===== src/rtl/mix_columns_seq.sv =====
// mix_columns_seq
//   Applies AES MixColumns to a 32*NB-bit state through one shared 32-bit
//   combinational MixColumns datapath, one column per clock. The state is
//   transformed in place by rotation: each RUN cycle the top column is mixed
//   and re-enters at the bottom, so after NB cycles the column order is back
//   where it started.
//
//   Optional feature (macro INV_MIXCOL_EN): adds input 'inv', sampled at
//   acceptance. inv = 1 yields InvMixColumns as MixColumns applied three
//   times (three full rotations, 3*NB cycles). Without the macro there is no
//   inv port and only the forward transform exists.
//
//   Handshake: a transfer happens on a rising clk edge where valid and ready
//   are both high. A producer keeps valid and data steady until that edge.
//   The block holds out_valid and out_data steady until out_ready is seen.
//
// Ports
//   clk, rst_n  clock (rising edge), asynchronous active-low reset
//   inv         (INV_MIXCOL_EN only) 1 = inverse transform for this state
//   in_valid    in_data is valid
//   in_ready    block can accept a state (in DONE this follows out_ready)
//   in_data     state; column 0 in the MSBs, byte 0 of a column in its MSBs
//   out_valid   out_data holds a finished state
//   out_ready   consumer accepts out_data
//   out_data    transformed state, same layout as in_data
//   busy        high while in RUN
//   dbg_state   current FSM state (IDLE=0, RUN=1, DONE=2)
module mix_columns_seq #(
    parameter int NB = 4
) (
    input  logic              clk,
    input  logic              rst_n,
`ifdef INV_MIXCOL_EN
    input  logic              inv,
`endif
    input  logic              in_valid,
    output logic              in_ready,
    input  logic [32*NB-1:0]  in_data,
    output logic              out_valid,
    input  logic              out_ready,
    output logic [32*NB-1:0]  out_data,
    output logic              busy,
    output logic [1:0]        dbg_state
);

    localparam int W  = 32 * NB;
    localparam int CW = (NB > 1) ? $clog2(NB) : 1;
    localparam logic [CW-1:0] COL_LAST = CW'(NB - 1);

    localparam logic [1:0] IDLE = 2'd0;
    localparam logic [1:0] RUN  = 2'd1;
    localparam logic [1:0] DONE = 2'd2;

    logic [1:0]    state;
    logic [CW-1:0] col_cnt;
    logic [W-1:0]  sreg;
    logic [31:0]   mix_out;
    logic          accept;
    logic          last_pass;

    // Multiply by x (0x02) in GF(2^8), reduction polynomial 0x11B.
    function automatic logic [7:0] xtime(input logic [7:0] b);
        return {b[6:0], 1'b0} ^ (b[7] ? 8'h1b : 8'h00);
    endfunction

    // One column: circulant matrix rows {2,3,1,1}; 3*a = xtime(a) ^ a.
    function automatic logic [31:0] mix_col(input logic [31:0] c);
        logic [7:0] a0, a1, a2, a3;
        logic [7:0] r0, r1, r2, r3;
        a0 = c[31:24];
        a1 = c[23:16];
        a2 = c[15:8];
        a3 = c[7:0];
        r0 = xtime(a0) ^ xtime(a1) ^ a1 ^ a2 ^ a3;
        r1 = a0 ^ xtime(a1) ^ xtime(a2) ^ a2 ^ a3;
        r2 = a0 ^ a1 ^ xtime(a2) ^ xtime(a3) ^ a3;
        r3 = xtime(a0) ^ a0 ^ a1 ^ a2 ^ xtime(a3);
        return {r0, r1, r2, r3};
    endfunction

    assign mix_out = mix_col(sreg[W-1 -: 32]);

`ifdef INV_MIXCOL_EN
    logic       inv_r;
    logic [1:0] pass_cnt;

    // The inverse needs three full rotations; the forward form needs one.
    assign last_pass = !inv_r || (pass_cnt == 2'd2);

    always_ff @(posedge clk or negedge rst_n) begin
        if (!rst_n) begin
            inv_r    <= 1'b0;
            pass_cnt <= 2'd0;
        end else if (accept) begin
            inv_r    <= inv;
            pass_cnt <= 2'd0;
        end else if (state == RUN && col_cnt == COL_LAST && !last_pass) begin
            pass_cnt <= pass_cnt + 2'd1;
        end
    end
`else
    assign last_pass = 1'b1;
`endif

    always_comb begin
        in_ready = 1'b0;
        case (state)
            IDLE:    in_ready = 1'b1;
            // Accepting while the result leaves lets back-to-back states
            // flow without a bubble cycle.
            DONE:    in_ready = out_ready;
            default: in_ready = 1'b0;
        endcase
    end

    assign accept    = in_valid && in_ready;
    assign out_valid = (state == DONE);
    assign busy      = (state == RUN);
    assign out_data  = sreg;
    assign dbg_state = state;

    always_ff @(posedge clk or negedge rst_n) begin
        if (!rst_n) begin
            state   <= IDLE;
            col_cnt <= '0;
            sreg    <= '0;
        end else begin
            case (state)
                IDLE: begin
                    if (accept) begin
                        sreg    <= in_data;
                        col_cnt <= '0;
                        state   <= RUN;
                    end
                end
                RUN: begin
                    sreg <= {sreg[W-33:0], mix_out};
                    if (col_cnt == COL_LAST) begin
                        col_cnt <= '0;
                        if (last_pass) state <= DONE;
                    end else begin
                        col_cnt <= col_cnt + 1'b1;
                    end
                end
                DONE: begin
                    if (out_ready) begin
                        if (in_valid) begin
                            sreg    <= in_data;
                            col_cnt <= '0;
                            state   <= RUN;
                        end else begin
                            state <= IDLE;
                        end
                    end
                end
                default: state <= IDLE;
            endcase
        end
    end

endmodule


===== config.mk =====
export PLATFORM = sky130hd
export DESIGN_NAME = mix_columns_seq
export DESIGN_NICKNAME = d
export VERILOG_FILES = /design/src/rtl/mix_columns_seq.sv
export SDC_FILE = /design/constraint.sdc
export NUM_CORES = 1
export LEC_CHECK = 0
export CORE_MARGIN = 3
export CORE_UTILIZATION = 44
export DETAILED_ROUTE_END_ITERATION = 6
export GPL_TIMING_DRIVEN = 0
export PLACE_DENSITY = 0.79
export SETUP_SLACK_MARGIN = 0.5
export SLEW_MARGIN = 20
export SYNTH_ARGS = -nofsm -noshare
export SYNTH_HDL_FRONTEND = slang
export SYNTH_SLANG_ARGS = --single-unit

===== constraint.sdc =====
create_clock -name clk -period 1.82 [get_ports clk]
set_input_delay 0.182 -clock clk [delete_from_list [all_inputs] [get_ports clk]]
set_output_delay 0.182 -clock clk [all_outputs]
set_load 0.02 [all_outputs]

==> flow_metrics.env <==
export IMPL_setup_viol=0
export IMPL_drt_iter0_drc=529
export IMPL_synth_xor_area_share_pct=14.9
export IMPL_core_sq_um=14800
export IMPL_syn_to_final_growth_pct=72.1
export IMPL_wl_per_cell_um=23.1
export IMPL_die_area_sq_um=16900
export IMPL_clock_skew_ns=0.00776
export IMPL_synth_seq_cells=132
export IMPL_finalSetupTns_ns=0
export IMPL_end_kind="output pin"
export IMPL_cp_num_buf_inv=1
export IMPL_p_leak_nw=5.15
export IMPL_worst_r2r_setup_slack_ns=0.06
export IMPL_io_pins=265
export IMPL_antenna_found_initial=0
export IMPL_grt_pass1_vias=6644
export IMPL_hp_class="input pin to async pin"
export IMPL_status="completed"
export IMPL_path_max_fanout=3
export IMPL_synth_edf_count=0
export IMPL_finalHoldViolCount=0
export IMPL_placementRows=44
export IMPL_synth_simple_gate_area_share_pct=14.0
export IMPL_instances_no_fill=1225
export IMPL_finalCriticalPeriod_ns=1.76
export IMPL_track_usage_pct=30.0
export IMPL_max_freq_mhz=567
export IMPL_final_core_util_pct=78.6
export IMPL_synthAdderAreaFrac_pct=0.185
export IMPL_worstRegToRegCells=5
export IMPL_wl_um=28300
export IMPL_path_depth=1
export IMPL_clk_pin_slew_ns=0.06
export IMPL_final_common_cell="clkdlybuf4s50_1"
export IMPL_layout_common_cells="clkdlybuf4s50_1 (189), nor2_1 (133), dfrtp_1 (123), xnor2_1 (80), nand2_1 (78)"
export IMPL_finalPower_mw=30.9
export IMPL_ant_nets=0
export IMPL_cp_required_ns=1.64
export IMPL_h_tree_depth=4
export IMPL_drv_slew=0
export IMPL_synth_mux_area_fraction_pct=7.40
export IMPL_grt_max_degree=74
export IMPL_synth_seq_area_share_pct=48.8
export IMPL_postSynthCellCount=707
export IMPL_cpPeakStageDelay_ns=0.69
export IMPL_crit_path_start="out_data[78]$_DFFE_PN0P_"
export IMPL_viasPerCell=5.66
export IMPL_cts_tree="built"
export IMPL_r2r_start="dbg_state[1]$_DFFE_PN0P_"
export IMPL_drc=0
export IMPL_ys_flop_type="dfrtp_1"
export IMPL_dp_cells=1156
export IMPL_die_h_um=130
export IMPL_final_period_utilization_pct=96.9
export IMPL_path_class="flip-flop to output pin"
export IMPL_drt_pass1_iterations=5
export IMPL_syn_nets=840
export IMPL_antenna_cells=0
export IMPL_worst_slew_pin_slew_ns=0.520
export IMPL_start_util_pct=45.7
export IMPL_post_synth_num_cell_types=33
export IMPL_dr_total_vias=6933
export IMPL_yosys_warnings=0
export IMPL_synth_compound_area_share_pct=11.0
export IMPL_start_kind="flip-flop"
export IMPL_dpl_hpwl_um=18600
export IMPL_cap_violations=0
export IMPL_async_reset_ff_share_pct=100
export IMPL_drive_above_1_share_pct=20.6
export IMPL_fill_cells=937
export IMPL_crit_family="buffers and inverters"
export IMPL_grt_overflow_total=0
export IMPL_cp_arrival_ns=1.58
export IMPL_post_place_ws_ns=-0.378
export IMPL_synth_top_family_by_area="XOR/XNOR gates"
export IMPL_fin_ws_ns=0.0567
export IMPL_crit_slowest_cell="clkdlybuf4s50_1"
export IMPL_maxSlewHeadroom_pct=65.3
export IMPL_grt_pass1_wl_um=38000
export IMPL_clock_latency_ns=0.42
export IMPL_cts_path_max_buffers=2
export IMPL_vdd_drop_max_mv=1.37
export IMPL_cts_root_buf="clkbuf_16"
export IMPL_syn_cell_area_sq_um=6760
export IMPL_nets=1161
export IMPL_io_buffer_count=264
export IMPL_die_w_um=130
export IMPL_syn_area_per_cell_sq_um=9.57
export IMPL_powerDensity_nw_per_um2=2650
export IMPL_cts_buffers=17
export IMPL_rsz0062_at_grt="true"
export IMPL_rr_endpoint="out_data[26]$_DFFE_PN0P_"
export IMPL_cp_cell_sequence="clkdlybuf4s50_1"
export IMPL_gp_congestion=0.954
export IMPL_cts_sinks=132
export IMPL_cp_endpoint="out_data[78]"
worst min-delay path by stage:
stage | startpoint | end | slack (ns) | cells after the start
3_5_place_dp | rst_n | out_data[64]$_DFFE_PN0P_ | 0.15 | 1
6_report | rst_n | out_data[64]$_DFFE_PN0P_ | 0.29 | 2
2_1_floorplan | rst_n | col_cnt[0]$_DFFE_PN0P_ | -0.11 | 0
3_3_place_gp | col_cnt[0]$_DFFE_PN0P_ | col_cnt[0]$_DFFE_PN0P_ | 0.48 | 1
4_1_cts | rst_n | out_data[64]$_DFFE_PN0P_ | 0.31 | 2
5_1_grt | rst_n | out_data[64]$_DFFE_PN0P_ | 0.33 | 2
through the flow:
step / hold slack (ns) / instance area, sq um
2_1_floorplan: -0.114 / 6910
3_3_place_gp: 0.481 / 9780
3_5_place_dp: 0.149 / 9820
4_1_cts: 0.307 / 10600
5_1_grt: 0.328 / 11600
6_report: 0.288 / 11600
per-layer routing:
layer  global-route usage [%]  up-vias  part of all wire, %
met2                     48.8      398                   49
met1                     39.3     3421                   41
met4                     11.7        0                  3.6
met5                        0        -                    0
li1                         -     3034                    -
met3                     6.67       80                  7.2
what timing repair did:
item | 4_1_cts | 5_1_grt
pin swaps | 1 | 25
endpoints found under the setup margin | 264 | 264
gates cloned | 1 | 8
gates resized for setup | 65 | 236
setup buffers | 3 | 24
hold buffers | 1 | 0
hold endpoints to repair | 59 | 0
flip-flops by register name, indices dropped and copies added (netlist names):
register   count
dbg_state      2
col_cnt        2
out_data     128
logic make-up after synthesis:
group,after synthesis
muxes,48
DFF,132
AOI/OAI and AO/OA,118
and+or+nand+nor,245
buffers and inverters,52
xor gates and xnor gates,111
adders and majority gates,1
layout make-up:
class / count / area (sq um) / area share [%]
Inverter: 2 / 11.3 / 0.0967
Buffer: 50 / 539 / 4.63
Tap cell: 184 / 230 / 1.98
Clock inverter: 12 / 250 / 2.15
Timing Repair Buffer: 302 / 3210 / 27.6
Sequential cell: 132 / 3310 / 28.5
Multi-Input combinational cell: 523 / 3640 / 31.2
Clock buffer: 20 / 447 / 3.84
synth_stat cells (3+ instances only):
library cell | instances | area [sq um]
buf_1 | 3 | 11.3
nor2b_1 | 3 | 18.8
buf_2 | 19 | 95.1
dfrtp_1 | 132 | 3300
o21ai_0 | 7 | 35.0
clkbuf_1 | 24 | 90.1
xor2_1 | 23 | 201
nor2_1 | 158 | 593
mux2_2 | 16 | 180
buf_6 | 3 | 33.8
o22ai_1 | 60 | 375
a22oi_1 | 4 | 30.0
xnor2_1 | 84 | 736
mux2i_1 | 32 | 320
nand2_1 | 79 | 297
a31oi_1 | 38 | 238
report_power, final:
group | leakage, nW | switching, mW | total (mW) | internal (mW)
clock network | 0.327 | 1.37 | 4.12 | 2.75
logic | 3.32 | 10.4 | 20.1 | 9.72
registers | 1.49 | 1.98 | 6.62 | 4.64
total | 5.15 | 13.7 | 30.9 | 17.1
(Power assumes the default switching activity.)
